`src/rtl/ins_encoder.sv`:
```
// RV32 instruction encoder: field bundle in, 32-bit word out, one output register.
// Optional immediate range checking is enabled by defining INS_ENCODER_RANGE_CHECK_EN.
module ins_encoder #(
    parameter logic [31:0] BASE_ADDR = 32'h00000000
) (
    input  logic        clk,
    input  logic        rst,
    input  logic        in_valid,
    output logic        in_ready,
    input  logic [2:0]  sel,
    input  logic [6:0]  opcode,
    input  logic [4:0]  rd,
    input  logic [4:0]  rs1,
    input  logic [4:0]  rs2,
    input  logic [2:0]  funct3,
    input  logic [6:0]  funct7,
    input  logic [31:0] imm,
    output logic        out_valid,
    input  logic        out_ready,
    output logic [31:0] ins,
    output logic [31:0] addr,
    output logic        err
);

    localparam logic [2:0] SEL_I = 3'b000;
    localparam logic [2:0] SEL_S = 3'b001;
    localparam logic [2:0] SEL_B = 3'b010;
    localparam logic [2:0] SEL_U = 3'b011;
    localparam logic [2:0] SEL_J = 3'b100;
    localparam logic [2:0] SEL_R = 3'b101;
    localparam logic [31:0] NOP  = 32'h00000013;

    logic        out_valid_q, out_valid_d;
    logic [31:0] ins_q, ins_d;
    logic [31:0] addr_q, addr_d;
    logic        err_q, err_d;

    logic [31:0] enc_ins;
    logic        enc_err;
    logic        rng_err;
    logic        accept;
    logic        out_hs;

    assign in_ready  = !out_valid_q || out_ready;
    assign accept    = in_valid && in_ready;
    assign out_hs    = out_valid_q && out_ready;

    always_comb begin
        enc_ins = NOP;
        enc_err = 1'b0;
        case (sel)
            SEL_I: enc_ins = {imm[11:0], rs1, funct3, rd, opcode};
            SEL_S: enc_ins = {imm[11:5], rs2, rs1, funct3, imm[4:0], opcode};
            SEL_B: enc_ins = {imm[12], imm[10:5], rs2, rs1, funct3,
                              imm[4:1], imm[11], opcode};
            SEL_U: enc_ins = {imm[31:12], rd, opcode};
            SEL_J: enc_ins = {imm[20], imm[10:1], imm[11], imm[19:12],
                              rd, opcode};
            SEL_R: enc_ins = {funct7, rs2, rs1, funct3, rd, opcode};
            default: begin
                enc_ins = NOP;
                enc_err = 1'b1;
            end
        endcase
    end

`ifdef INS_ENCODER_RANGE_CHECK_EN
    // An immediate fits N bits signed when all bits above N-1 copy bit N-1.
    logic fits12, fits13, fits21;
    assign fits12 = (&imm[31:11]) || !(|imm[31:11]);
    assign fits13 = (&imm[31:12]) || !(|imm[31:12]);
    assign fits21 = (&imm[31:20]) || !(|imm[31:20]);

    always_comb begin
        rng_err = 1'b0;
        case (sel)
            SEL_I:   rng_err = !fits12;
            SEL_S:   rng_err = !fits12;
            SEL_B:   rng_err = !fits13 || imm[0];
            SEL_U:   rng_err = |imm[11:0];
            SEL_J:   rng_err = !fits21 || imm[0];
            default: rng_err = 1'b0;
        endcase
    end
`else
    assign rng_err = 1'b0;
`endif

    always_comb begin
        out_valid_d = out_valid_q;
        ins_d       = ins_q;
        err_d       = err_q;
        addr_d      = addr_q;
        if (out_hs) begin
            addr_d      = addr_q + 32'd4;
            out_valid_d = 1'b0;
        end
        if (accept) begin
            out_valid_d = 1'b1;
            ins_d       = enc_ins;
            err_d       = enc_err || rng_err;
        end
    end

    always_ff @(posedge clk) begin
        if (rst) begin
            out_valid_q <= 1'b0;
            ins_q       <= 32'h0;
            err_q       <= 1'b0;
            addr_q      <= BASE_ADDR;
        end else begin
            out_valid_q <= out_valid_d;
            ins_q       <= ins_d;
            err_q       <= err_d;
            addr_q      <= addr_d;
        end
    end

    assign out_valid = out_valid_q;
    assign ins       = ins_q;
    assign err       = err_q;
    assign addr      = addr_q;

endmodule

```
`config.mk`:
```
export PLATFORM = sky130hd
export DESIGN_NAME = ins_encoder
export DESIGN_NICKNAME = d
export VERILOG_FILES = /design/src/rtl/ins_encoder.sv
export SDC_FILE = /design/constraint.sdc
export NUM_CORES = 1
export LEC_CHECK = 0
export CORE_MARGIN = 1.5
export CORE_UTILIZATION = 42
export DETAILED_ROUTE_END_ITERATION = 6
export PLACE_DENSITY_LB_ADDON = 0.12
export SYNTH_ARGS = -nofsm -noshare
export SYNTH_HDL_FRONTEND = slang
export SYNTH_SLANG_ARGS = --single-unit
```
`constraint.sdc`:
```
create_clock -name clk -period 2.4 [get_ports clk]
set_input_delay 0.48 -clock clk [delete_from_list [all_inputs] [get_ports clk]]
set_output_delay 0.48 -clock clk [all_outputs]
set_load 0.005 [all_outputs]
```
==> flow_summary.json <==
{
  "synthDistinctLibCells": 44,
  "max_freq_mhz": 447,
  "antenna_found_initial": 0,
  "synth_xor_area_share_pct": 2.75,
  "grt_max_degree": 34,
  "synth_largest_area_cell": "dfxtp_1",
  "io_buffers": 135,
  "viasPerCell": 5.75,
  "worstSkewPairLatency_ns": 0.35,
  "ioPinCount": 138,
  "setup-tns-final_ns": 0,
  "die_area_sq_um": 8130,
  "outcome": "complete, no violations",
  "worstPathCellList": "clkdlybuf4s50_1 > nand2b_1 > clkdlybuf4s50_1",
  "synth_cells": 379,
  "critPathMaxFanout": 6,
  "initial_core_util_pct": 43.7,
  "die_x_um": 90.1,
  "post-route-period-util_pct": 93.1,
  "crit_required_ns": 1.92,
  "synth_common_cells": "dfxtp_1, a21oi_1, nand2_1",
  "hp-class": "reg -> reg",
  "hold_violations": 0,
  "drive_gt1_share_pct": 8.65,
  "drtAntennaViolNets": 0,
  "cts_tree": "built",
  "cts_setup_buffers": 0,
  "antennaDiodeCount": 0,
  "grt-ovfl-total": 0,
  "ctsHoldBuffers": 0,
  "synth_seq_area_share_pct": 40.2,
  "syn-cell-area_sq_um": 3190,
  "synthMuxAreaShare_pct": 2.24,
  "h-tree-depth": 3,
  "ys_top_cells_by_area": "dfxtp_1, a221oi_1, a21oi_1",
  "stdcell_count": 619,
  "grt.total_usage_pct": 24.4,
  "max_stage_delay_ns": 0.55,
  "grt_pass1_wl_um": 16200,
  "setup_viol_count_final": 0,
  "synth_top_family_by_area": "compound AO/OA/AOI/OAI gates",
  "wirelength_um": 9850,
  "cts.path.max_buffers": 2,
  "dr.pass1.iters": 5,
  "cts_made_buffers": 9,
  "slew_viol_final": 0,
  "power_density_nw_per_um2": 548,
  "area_delta_synth_final_pct": 54.5,
  "clkTransAtPathRegs_ns": 0.07,
  "endpoint_kind": "output pin",
  "synth.top_cell.area_share_pct": 40.2,
  "cap_violations": 0,
  "row_count": 31,
  "period_needed_ns": 2.23,
  "cts-root-buf": "clkbuf_8",
  "synth-seq-cells": 64,
  "whs_ns": 0.453,
  "clkSinkCount": 64,
  "drc_errors": 0,
  "async_flop_share_pct": 0,
  "startpoint": "out_ready",
  "vias": 3560,
  "timing.rr.start": "addr[2]",
  "worstSetupPathType": "in -> out",
  "yosysMostFrequentCell": "dfxtp_1",
  "vdd_drop_max_mv": 0.404,
  "drtIter0Drc": 195,
  "rsz0062_at_grt": "no",
  "start_kind": "primary input",
  "crit_arrival_ns": 1.75,
  "ys_warn_count": 0,
  "grt_pass1_vias": 3324,
  "p_leak_nw": 1.71,
  "die_h_um": 90.1,
  "synth_adder_area_share_pct": 0.392,
  "core_area_sq_um": 7290,
  "place.gp.congestion": 0.802,
  "synth-compound-area-share_pct": 27.5,
  "yosys.area_share.simple_pct": 21.7,
  "timing.critical_path.mode_cell": "clkdlybuf4s50_1",
  "finish.utilization_pct": 67.6,
  "fin_skew_ns": 0.0111,
  "nets": 587,
  "post-dp-hpwl_um": 7080,
  "worst_path_max_delay_cell": "clkdlybuf4s50_1",
  "dp.cells": 603,
  "wire_per_inst_um": 15.9,
  "synth-edff-count": 0,
  "synth_area_per_cell_sq_um": 8.42,
  "synth_ff_type": "dfxtp_1",
  "cts_resized": 0,
  "nFillCells": 629,
  "hold_start": "ins[18]"
}
==> cell type report <==
| type | count | area (sq um) | area share (%) |
|---|---|---|---|
| Multi-Input combinational cell | 277 | 1750 | 35.5 |
| Clock inverter | 5 | 104 | 2.11 |
| Inverter | 8 | 30.0 | 0.609 |
| Clock buffer | 11 | 131 | 2.67 |
| Sequential cell | 64 | 1280 | 26.0 |
| Tap cell | 99 | 124 | 2.51 |
| Timing Repair Buffer | 155 | 1510 | 30.6 |
==> placed cells by master, fill, tap and decap left out, types with 8 or more instances in the layout <==
| cell type | netlist | final |
|---|---|---|
| a21oi_1 | 39 | 39 |
| a221oi_1 | 31 | 31 |
| buf_4 | 2 | 19 |
| clkbuf_8 | 0 | 9 |
| clkdlybuf4s50_1 | 0 | 134 |
| dfxtp_1 | 64 | 64 |
| nand2_1 | 32 | 32 |
| nand3_1 | 15 | 15 |
| nand4_1 | 8 | 8 |
| nor2_1 | 27 | 27 |
| o21ai_0 | 12 | 12 |
| o31ai_1 | 11 | 11 |
| or3_1 | 16 | 16 |
| or4_1 | 11 | 11 |
==> layer usage <==
| metal | wire length [um] | GRT usage, % | share of wire [%] | vias to the layer above |
|---|---|---|---|---|
| met3 | 661 | 5.41 | 6.7 | 10 |
| met1 | 4390 | 31.8 | 45 | 1686 |
| li1 | - | - | - | 1732 |
| met4 | 105 | 7.54 | 1.1 | 0 |
| met5 | 0 | 0 | 0 | - |
| met2 | 4700 | 40.0 | 48 | 132 |
==> per-stage QoR <==
stage          cell area [sq um]  worst slack (ns)  power, mW
2_1_floorplan               3190             0.563       1.32
3_3_place_gp                4690             0.117       1.58
3_5_place_dp                4690            0.0170       1.59
4_1_cts                     4930             0.169       2.71
5_1_grt                     4930            0.0890       2.80
6_report                    4930             0.165       2.70
==> state kept, by name, indices dropped and copies added (netlist names) <==
register	cells
ins	32
addr	30
err	1
out_valid	1
==> final timing paths <==
| kind | endpoint | slack (ns) | cells after the start |
|---|---|---|---|
| max | in_ready | 0.17 | 3 |
| min | ins[18] | 0.45 | 2 |
| max reg2reg | addr[30] | 0.40 | 6 |
| min reg2reg | ins[18] | 0.45 | 2 |
==> where the power goes <==
group          switching [mW]  internal (mW)
Clock                   0.439          0.693
Sequential             0.0251           1.10
Combinational           0.181          0.260
==> critical path, delay by kind of cell <==
kind                   cells  cell delay (ns)
buffers and inverters      2             1.06
and+or+nand+nor            1             0.22
==> logic make-up after synthesis <==
kind of cell	after synthesis
compound gates	125
xor+xnor	10
fa+ha+maj	1
buf+inv	39
flops	64
mux	7
other cells	1
simple gates	132
Note: power is estimated with default switching activity, not from simulation.
